==> src/rtl/reorder_buffer.sv <==
// 8-entry circular reorder buffer: in-order allocate at tail, out-of-order CDB
// writeback by tag, in-order retire from head with a combinational operand lookup.
module reorder_buffer #(
  parameter int DEPTH  = 8,
  parameter int TAG_W  = 3,
  parameter int DATA_W = 8
) (
  input  logic              clk,
  input  logic              rst,
  input  logic              flush,
  input  logic              alloc_valid,
  input  logic [3:0]        alloc_opcode,
  input  logic [3:0]        alloc_dest,
  output logic              alloc_ready,
  output logic [TAG_W-1:0]  alloc_tag,
  input  logic              cdb_valid,
  input  logic [TAG_W-1:0]  cdb_tag,
  input  logic [DATA_W-1:0] cdb_value,
  input  logic [TAG_W-1:0]  rd_tag,
  output logic              rd_ready,
  output logic [DATA_W-1:0] rd_value,
  output logic              commit_valid,
  output logic [3:0]        commit_opcode,
  output logic [3:0]        commit_dest,
  output logic [DATA_W-1:0] commit_value,
  output logic [TAG_W-1:0]  commit_tag,
  output logic              full,
  output logic              empty
);

  logic [DEPTH-1:0]  busy_reg;
  logic [DEPTH-1:0]  done_reg;
  logic [3:0]        opcode_reg [DEPTH];
  logic [3:0]        dest_reg   [DEPTH];
  logic [DATA_W-1:0] value_reg  [DEPTH];
  logic [TAG_W-1:0]  head_reg;
  logic [TAG_W-1:0]  tail_reg;
  logic [TAG_W:0]    count_reg;
  logic [TAG_W:0]    count_next;

  logic              alloc_fire;
  logic              commit_fire;
  logic              bypass;
  logic [DEPTH-1:0]  alloc_hit;
  logic [DEPTH-1:0]  commit_hit;
  logic [DEPTH-1:0]  wb_hit;

  assign full        = (count_reg == (TAG_W+1)'(DEPTH));
  assign empty       = (count_reg == '0);
  assign alloc_ready = !full;
  assign alloc_tag   = tail_reg;

  // Acceptance is judged on pre-edge state, so a full buffer refuses even while retiring.
  assign alloc_fire  = alloc_valid && !full;
  assign commit_fire = busy_reg[head_reg] && done_reg[head_reg];

  generate
    for (genvar gi = 0; gi < DEPTH; gi++) begin : g_entry_ctl
      assign alloc_hit[gi]  = alloc_fire && (tail_reg == TAG_W'(gi));
      assign commit_hit[gi] = commit_fire && (head_reg == TAG_W'(gi));
      assign wb_hit[gi]     = cdb_valid && (cdb_tag == TAG_W'(gi)) &&
                              busy_reg[gi] && !done_reg[gi];
    end
  endgenerate

  // Alloc only hits a free entry, commit only a done one, writeback only a busy
  // not-done one, so the three never target the same entry together.
  always_ff @(posedge clk or posedge rst) begin
    if (rst) begin
      busy_reg <= '0;
      done_reg <= '0;
      for (int i = 0; i < DEPTH; i++) begin
        opcode_reg[i] <= '0;
        dest_reg[i]   <= '0;
        value_reg[i]  <= '0;
      end
    end else if (flush) begin
      busy_reg <= '0;
      done_reg <= '0;
    end else begin
      for (int i = 0; i < DEPTH; i++) begin
        if (alloc_hit[i]) begin
          busy_reg[i]   <= 1'b1;
          done_reg[i]   <= 1'b0;
          opcode_reg[i] <= alloc_opcode;
          dest_reg[i]   <= alloc_dest;
          value_reg[i]  <= '0;
        end else if (commit_hit[i]) begin
          busy_reg[i] <= 1'b0;
          done_reg[i] <= 1'b0;
        end else if (wb_hit[i]) begin
          done_reg[i]  <= 1'b1;
          value_reg[i] <= cdb_value;
        end
      end
    end
  end

  assign count_next = count_reg + (TAG_W+1)'(alloc_fire) - (TAG_W+1)'(commit_fire);

  always_ff @(posedge clk or posedge rst) begin
    if (rst) begin
      head_reg  <= '0;
      tail_reg  <= '0;
      count_reg <= '0;
    end else if (flush) begin
      head_reg  <= '0;
      tail_reg  <= '0;
      count_reg <= '0;
    end else begin
      if (alloc_fire)  tail_reg <= tail_reg + 1'b1;
      if (commit_fire) head_reg <= head_reg + 1'b1;
      count_reg <= count_next;
    end
  end

  // Commit fields hold their last retired values between pulses.
  always_ff @(posedge clk or posedge rst) begin
    if (rst) begin
      commit_valid  <= 1'b0;
      commit_opcode <= '0;
      commit_dest   <= '0;
      commit_value  <= '0;
      commit_tag    <= '0;
    end else if (flush) begin
      commit_valid <= 1'b0;
    end else begin
      commit_valid <= commit_fire;
      if (commit_fire) begin
        commit_opcode <= opcode_reg[head_reg];
        commit_dest   <= dest_reg[head_reg];
        commit_value  <= value_reg[head_reg];
        commit_tag    <= head_reg;
      end
    end
  end

  always_comb begin
    bypass   = cdb_valid && (cdb_tag == rd_tag) && busy_reg[rd_tag];
    rd_ready = (busy_reg[rd_tag] && done_reg[rd_tag]) || bypass;
    rd_value = '0;
    if (bypass)
      rd_value = cdb_value;
    else if (busy_reg[rd_tag])
      rd_value = value_reg[rd_tag];
  end

endmodule

==> config.mk <==
export PLATFORM = sky130hd
export DESIGN_NAME = reorder_buffer
export DESIGN_NICKNAME = d
export VERILOG_FILES = /design/src/rtl/reorder_buffer.sv
export SDC_FILE = /design/constraint.sdc
export NUM_CORES = 1
export LEC_CHECK = 0
export CAP_MARGIN = 5
export CORE_ASPECT_RATIO = 1.5
export CORE_UTILIZATION = 55
export CTS_BUF_LIST = sky130_fd_sc_hd__clkbuf_8
export DETAILED_ROUTE_END_ITERATION = 6
export MAX_ROUTING_LAYER = met4
export PLACE_DENSITY_LB_ADDON = 0.2
export SLEW_MARGIN = 20
export SYNTH_ARGS = -nofsm -noshare
export SYNTH_HDL_FRONTEND = slang
export SYNTH_SLANG_ARGS = --single-unit
==> constraint.sdc <==
create_clock -name clk -period 6.8 [get_ports clk]
set_input_delay 1.36 -clock clk [delete_from_list [all_inputs] [get_ports clk]]
set_output_delay 1.36 -clock clk [all_outputs]
set_load 0.005 [all_outputs]
Word level (Yosys, flattened, before mapping)
Cells that the tools add are included.
Widths: inputs -> output; s select.
{ "totals": {"register_bits": 174, "word_cells": 286, "input_bits": 27, "output_inout_bits": 35} }
{ "classes": {"n_bitwise": 3, "eq_ne": 31, "muxes": 94, "n_addsub": 4, "reduce_logical": 102, "n_lt_le_gt_ge": 4} }
{ "op_table": {"columns": ["operator", "count"], "rows": [
  ["$mux 8", 32],
  ["$bmux 8 s3", 2],
  ["$logic_and 1x1->1", 45],
  ["$mux 1", 45],
  ["$eq 3x3->1 const B", 12],
  ["$reduce_bool 4->1", 8],
  ["$bmux 4 s3", 2],
  ["$reduce_and 3->1", 8],
  ["$reduce_bool 3->1", 8],
  ["$mux 4", 5],
  ["$reduce_bool 2->1", 10],
  ["$eq 3x2->1 const B", 6],
  ["$reduce_and 2->1", 9],
  ["$ne 2x2->1 const B", 8],
  ["$bmux 1 s3", 4],
  ["$mux 3", 4],
  ["$eq 3x1->1 const B", 3],
  ["$logic_not 1->1", 9],
  ["$logic_not 3->1", 3],
  ["$ge 4x4->1 const B", 2],
  ["$lt 3x4->1 const B", 2],
  ["$not 3->4", 2],
  ["$add 3x1->3 const B", 2],
  ["$add 4x1->4", 1],
  ["other kinds (6)", 6]
]} }

Longest topological paths before layout
Gate-level depths: netlist (run 1).
{ "logic_depth": {"word_depth": 8, "ltp_mapped": 15, "mapped_depth_nobuf": 12} }

Worst setup path before layout (run 1)
Ideal clock, no wire load.
{ "synth_timing": {"path_kind": "input-to-output", "startpoint": "in rd_tag[0]", "endpoint": "out rd_value[0]", "n_path_buf": 3, "required_time_ps": 5440, "path_stages": 6, "slack_ps": 2721, "arrival_time_ps": 2719, "path_cell_list": "buf_2 > buf_4 > xnor2_1 > nand4_1 > buf_2 > a211oi_1"} }
{ "synth_via": {"elab_chain_len": 6, "elab_cells_between_ends": 11, "classes_between": "eq/ne (1); mux (7); bitwise (1); reduce/logical (2)"} }
{ "synth_rtl": {"columns": ["element", "line", "rtl"], "rows": [
  ["start: declaration", "19", "input logic [TAG_W-1:0] rd_tag,"],
  ["$not 3->4 (not written as such)", "145", "rd_value = value_reg[rd_tag];"],
  ["$bmux 8 s3", "145", null],
  ["$mux 8 (not written as such) (2 in series)", "145", null],
  ["$mux 8", "144", "else if (busy_reg[rd_tag])"],
  ["$mux 8 (*)", "142", "if (bypass)"],
  ["end: declaration", "21", "output logic [DATA_W-1:0] rd_value,"]
]} }
Mark *: on every way between the ends. The rest lies on a longest branch, timed or not. The select of a mux whose other input is x is not followed.

Worst setup path in the final report (run 1)
{ "layout_timing": {"startpoint": "in rd_tag[2]", "endpoint": "out rd_value[1]"} }
Same word-level chain as after synthesis.

==> results of run 1 <==
## cell usage after synthesis, types with 3 or more instances
library cell and number:
a211oi_1 9, a21oi_1 20, a22o_1 64, a31oi_1 17, a41oi_1 3, and2_1 12
and3_1 13, buf_2 15, clkbuf_1 31, dfrtp_1 174, ha_1 18, inv_1 23
mux2_2 51, mux2i_1 12, mux4_2 56, nand2_1 98, nand3_1 9, nand3b_1 3
nor2_1 26, nor2_2 4, nor2b_1 5, nor3_1 5, nor4_1 5, o31ai_1 6
xnor2_1 7
## layout make-up
class | count | area (µm²)
Clock inverter | 13 | 139
Timing Repair Buffer | 70 | 678
Sequential cell | 174 | 4360
Clock buffer | 19 | 262
Inverter | 24 | 95.1
Tap cell | 203 | 254
Multi-Input combinational cell | 473 | 4230
Fill cell | 1262 | 5680
## stage by stage
step	total power [mW]	std cells	hold slack, ns	setup slack (ns)
floorplan	1.69	721	0.440	0.723
global placement	1.84	944	0.453	1.57
detailed placement	1.88	944	0.466	1.48
CTS	2.61	976	0.491	1.48
global route	2.72	976	0.521	1.30
finish	2.60	976	0.493	1.44
## report_power, final
group          leakage (nW)  switching [mW]  internal (mW)
clock                 0.208           0.415          0.325
sequential             2.36           0.118           1.22
combinational          1.87           0.227          0.296
total                  4.43           0.761           1.84
## layer usage
| layer | wire length, µm | share of wire (%) |
|---|---|---|
| met5 | 0 | 0 |
| met4 | 1490 | 6.1 |
| met3 | 1700 | 6.9 |
| met2 | 12200 | 50 |
| met1 | 9140 | 37 |
## how the worst max path moves through the flow
stage	start	endpoint	slack, ns	cells past startpoint
detailed placement	rd_tag[2]	rd_value[3]	1.48	5
global route	rd_tag[2]	rd_value[4]	1.30	5
finish	rd_tag[2]	rd_value[1]	1.44	5
CTS	rd_tag[2]	rd_value[3]	1.48	5
global placement	rd_tag[2]	rd_value[7]	1.57	5
floorplan	rst	alloc_tag[0]	0.72	1
## critical path: stages
cell and delay, ns:
clkdlybuf4s50_1 0.90, xnor2_1 0.19, nand4_1 0.54, a211oi_1 0.44, clkdlybuf4s50_1 0.56
## logic make-up (layout without fill, tap and decap cells)
| group | Yosys count | after routing |
|---|---|---|
| adder cells (fa/ha/maj) | 19 | 19 |
| multiplexers | 119 | 119 |
| AND/OR/NAND/NOR | 193 | 193 |
| XOR/XNOR | 7 | 7 |
| flip-flops | 174 | 174 |
| buffers and inverters | 74 | 126 |
| AO/OA/AOI/OAI | 135 | 135 |
==> results.sh, run 1 <==
export IMPL_final_util_pct=63.8
export IMPL_hold_depth=2
export IMPL_worst_setup_path_end_kind="output port"
export IMPL_fin_area_um2=10000
export IMPL_crit_arrival_ns=4.00
export IMPL_cts_tree="done"
export IMPL_initial_core_util_pct=56.6
export IMPL_avgSynthCellArea_um2=12.3
export IMPL_postRouteAntennaNets=0
export IMPL_cts_inserted_buffers=17
export IMPL_drt_wl_total_mm=24.6
export IMPL_setup_tns_ns=0
export IMPL_peakVddDrop_mv=0.185
export IMPL_dpl_hpwl_mm=16.7
export IMPL_ioPinCount=62
export IMPL_diodes=0
export IMPL_synthSimpleGateAreaFrac_pct=10.2
export IMPL_die_w_um=106
export IMPL_dr_pass1_iters=5
export IMPL_async_flop_share_pct=100
export IMPL_ys_types=52
export IMPL_synthAdderAreaFrac_pct=2.76
export IMPL_grt_pass1_vias=6918
export IMPL_gp_congestion=0.945
export IMPL_grt_use_total_pct=32.7
export IMPL_relSlewSlack_pct=26.0
export IMPL_synth_top_family_by_area="multiplexers"
export IMPL_wl_per_cell_um=25.2
export IMPL_clkTransAtPathRegs_ns=0.10
export IMPL_p_leak_nw=4.43
export IMPL_mostFrequentLayoutCells="173 x dfrtp_1, 98 x nand2_1, 64 x a22o_1, 61 x clkdlybuf4s50_1, 56 x mux4_2"
export IMPL_hp_class="register to register"
export IMPL_grt_overflow=0
export IMPL_hold_end="dest_reg[19]"
export IMPL_route_detailed_drc=0
export IMPL_met1_usage_pct=37.8
export IMPL_crit_path_max_fanout=17
export IMPL_final_hold_viol_count=0
export IMPL_muxShareOfSynthArea_pct=22.0
export IMPL_slew_viol_final=0
export IMPL_period_needed_ns=5.36
export IMPL_yosysSeqAreaShare_pct=49.0
export IMPL_antenna_found_initial=0
export IMPL_grt_max_degree=98
export IMPL_largest_reg_flops=64
export IMPL_grt_pass1_wl_mm=38.8
export IMPL_rsz0062_at_grt="no"
export IMPL_post_cts_setup_buffers=0
export IMPL_grt_busiest_layer="met2"
export IMPL_worst_setup_path_type="input port to output port"
export IMPL_synth_fp_nets=767
export IMPL_reg2regPathDepth=5
export IMPL_synth_area_leaders="dfrtp_1 49%, mux4_2 14%, mux2_2 6.5%"
export IMPL_worst_pin_slew_ns=1.11
export IMPL_htreeDepth=4
export IMPL_max_freq_ghz=0.187
export IMPL_synth_seq_cells=174
export IMPL_nNetsFinal=806
export IMPL_num_rows=56
export IMPL_synth_edf_count=0
export IMPL_grt_use_met3_pct=4.82
export IMPL_synthesis_area_um2=8880
export IMPL_r2r_start="head_reg[1]"
export IMPL_cap_violations=0
export IMPL_ys_flop_type="dfrtp_1"
export IMPL_powerDensity_nw_per_um2=259
export IMPL_setup_viol=0
export IMPL_finalCritPeriodShare_pct=78.8
export IMPL_design_core_area_um2=15700
export IMPL_required_ns=5.44
export IMPL_yosys_area_top_type="dfrtp_1"
export IMPL_r2r_slack_ns=3.50
export IMPL_clock_latency_ns=0.48
export IMPL_synth_compound_area_share_pct=11.8
export IMPL_drive_above_1_share_pct=21.2
export IMPL_yosys_warnings=0
export IMPL_vias_per_cell=6.68
export IMPL_skew_ns=0.0162
export IMPL_clock_path_buffers=2
export IMPL_synth_xor_area_share_pct=0.690
export IMPL_vias=6517
export IMPL_outcome="completed"
export IMPL_dieHeight_um=158
export IMPL_synthCells=721
export IMPL_worstSetupStartpointType="input port"
export IMPL_cts_sinks=174
export IMPL_dpl_cell_area_um2=9610
export IMPL_ctsHoldBuffers=0
export IMPL_synth_top_area_share_pct=49.0
export IMPL_holdCritStartpoint="dest_reg[19]"
export IMPL_final_common_cell="dfrtp_1"
export IMPL_reg2reg_to="commit_tag[1]"
export IMPL_area_growth_synth_to_final_pct=12.8
export IMPL_use_met2_pct=53.6
export IMPL_die_area_um2=16700
export IMPL_clockRootBuffer="clkbuf_8"
export IMPL_cts_resized=0
export IMPL_io_buffer_count=61
export IMPL_drt_iter0_drc=413
(Power assumes the default switching activity.)
==> run 2: changes to the inputs <==
==> constraint.sdc (replaced) <==
create_clock -name clk -period 5 [get_ports clk]
set_input_delay 1 -clock clk [delete_from_list [all_inputs] [get_ports clk]]
set_output_delay 1 -clock clk [all_outputs]
set_load 0.005 [all_outputs]
==> run 2 against run 1 <==
- first-iteration DRC count grew 10%
- non-clock buffer count grew 10
- sequential power is 35% higher
- cell count increased by 0.92%
- clock power is 35% higher
- clock-buffer cell count shrank 2
- combinational power rose by 38%
- die area did not move
- critical path type unchanged
- critical endpoint is now rd_value[6]
- largest power group unchanged
==> results.sh, run 2 (synthesis results as in run 1) <==
export IMPL_vias=6494
export IMPL_diodes=0
export IMPL_outcome="completed"
export IMPL_area_growth_synth_to_final_pct=13.6
export IMPL_cts_tree="done"
export IMPL_p_total_mw=3.54
export IMPL_drive_above_1_share_pct=22.3
export IMPL_antenna_found_initial=0
export IMPL_powerDensity_nw_per_um2=351
export IMPL_reg2regPathDepth=6
export IMPL_cts_sinks=174
export IMPL_cp_cell_sequence="clkdlybuf4s50_1 -> buf_4 -> mux4_2 -> mux2i_1 -> a211oi_1 -> clkdlybuf4s50_1"
export IMPL_die_w_um=106
export IMPL_r2r_start="head_reg[1]"
export IMPL_htreeDepth=4
export IMPL_worst_pin_slew_ns=1.13
export IMPL_cap_violations=0
export IMPL_clkTransAtPathRegs_ns=0.09
export IMPL_crit_arrival_ns=3.36
export IMPL_initial_core_util_pct=56.6
export IMPL_dpl_hpwl_mm=16.9
export IMPL_worstSetupStartpointType="input port"
export IMPL_rsz0062_at_grt="no"
export IMPL_hold_depth=2
export IMPL_final_hold_viol_count=0
export IMPL_ctsHoldBuffers=0
export IMPL_mostFrequentLayoutCells="173 x dfrtp_1, 98 x nand2_1, 64 x a22o_1, 61 x clkdlybuf4s50_1, 56 x mux4_2"
export IMPL_io_buffer_count=61
export IMPL_drt_wl_total_mm=24.6
export IMPL_die_area_um2=16700
export IMPL_grt_use_total_pct=32.8
export IMPL_vias_per_cell=6.59
export IMPL_finalCritPeriodShare_pct=87.2
export IMPL_p_leak_nw=4.47
export IMPL_hp_class="register to register"
export IMPL_setup_viol=0
export IMPL_wl_per_cell_um=24.9
export IMPL_worst_setup_path_end_kind="output port"
export IMPL_clockRootBuffer="clkbuf_8"
export IMPL_critPathSlowestCell="clkdlybuf4s50_1"
export IMPL_drt_iter0_drc=456
export IMPL_clock_latency_ns=0.48
export IMPL_nNetsFinal=816
export IMPL_relSlewSlack_pct=24.3
export IMPL_grt_pass1_wl_mm=39.0
export IMPL_max_freq_ghz=0.229
export IMPL_grt_overflow=0
export IMPL_largest_reg_flops=64
export IMPL_holdCritStartpoint="dest_reg[18]"
export IMPL_grt_max_degree=175
export IMPL_cts_inserted_buffers=17
export IMPL_crit_top_cell="clkdlybuf4s50_1"
export IMPL_num_rows=56
export IMPL_period_needed_ns=4.36
export IMPL_required_ns=4.00
export IMPL_gp_congestion=0.982
export IMPL_clock_path_buffers=2
export IMPL_peakVddDrop_mv=0.311
export IMPL_cts_resized=0
export IMPL_ioPinCount=62
export IMPL_setup_tns_ns=0
export IMPL_crit_path_start="rd_tag[0]"
export IMPL_skew_ns=0.0143
export IMPL_route_detailed_drc=0
export IMPL_post_cts_setup_buffers=0
export IMPL_postRouteAntennaNets=0
export IMPL_dr_pass1_iters=5
export IMPL_critical_path_max_stage_delay_ns=0.75
export IMPL_final_common_cell="dfrtp_1"
export IMPL_slew_viol_final=0
export IMPL_design_core_area_um2=15700
export IMPL_grt_pass1_vias=6894
export IMPL_crit_path_max_fanout=12
export IMPL_dieHeight_um=158
export IMPL_worst_setup_path_type="input port to output port"
[run 2: cell types whose count changed in the layout (fill, tap and decap cells not counted), moves of 2 or more]
cell and change:
buf_4 +9, clkbuf_8 -2, clkinv_4 +4, inv_8 -3
clkinv_2 +2, inv_6 -3
[run 2: worst max-delay path, delay by kind of cell]
kind / cells / cell delay [ns]
buffers and inverters: 3 / 1.55
AOI/OAI and AO/OA: 1 / 0.10
muxes: 2 / 0.70
[run 2: layout make-up]
| type | instances | area, µm² |
|---|---|---|
| tap | 203 | 254 |
| multi-input combinational | 473 | 4230 |
| inverter | 24 | 93.8 |
| timing repair buffer | 80 | 766 |
| sequential | 174 | 4360 |
| clock buffer | 17 | 234 |
| fill | 1247 | 5610 |
| clock inverter | 14 | 159 |
[run 2: through the flow]
step / hold slack, ns / area (µm²) / setup WS [ns] / utilization [%] / cells
after global routing: 0.509 / 10100 / 0.507 / 64.3 / 985
after detailed placement: 0.466 / 9690 / 0.632 / 61.8 / 954
after global placement: 0.452 / 9690 / 0.684 / 61.8 / 954
after floorplan: 0.440 / 8880 / 1.64 / - / 721
after CTS: 0.488 / 10100 / 0.625 / 64.3 / 985
final: 0.484 / 10100 / 0.642 / 64.3 / 985
[run 2: power breakdown]
part / switching, mW / total (mW) / internal (mW)
Sequential: 0.157 / 1.81 / 1.66
Combinational: 0.315 / 0.722 / 0.408
Clock: 0.550 / 1.00 / 0.451
Total: 1.02 / 3.54 / 2.51
[run 2: per-layer routing]
layer / track usage [%] / part of all wire [%]
met2: 56.1 / 52
met3: 5.52 / 5.5
met1: 37.1 / 37
met5: - / 0
met4: 17.3 / 5.3
[run 2: path summary, 6_finish.rpt]
path	endpoint	slack (ns)
worst max register to register	commit_tag[1]	1.90
worst max-delay path	rd_value[6]	0.64
worst min-delay path	dest_reg[18]	0.48
worst min register to register	dest_reg[18]	0.48
max in group asynchronous	head_reg[0]	3.10
min in group asynchronous	value_reg[56]	1.03
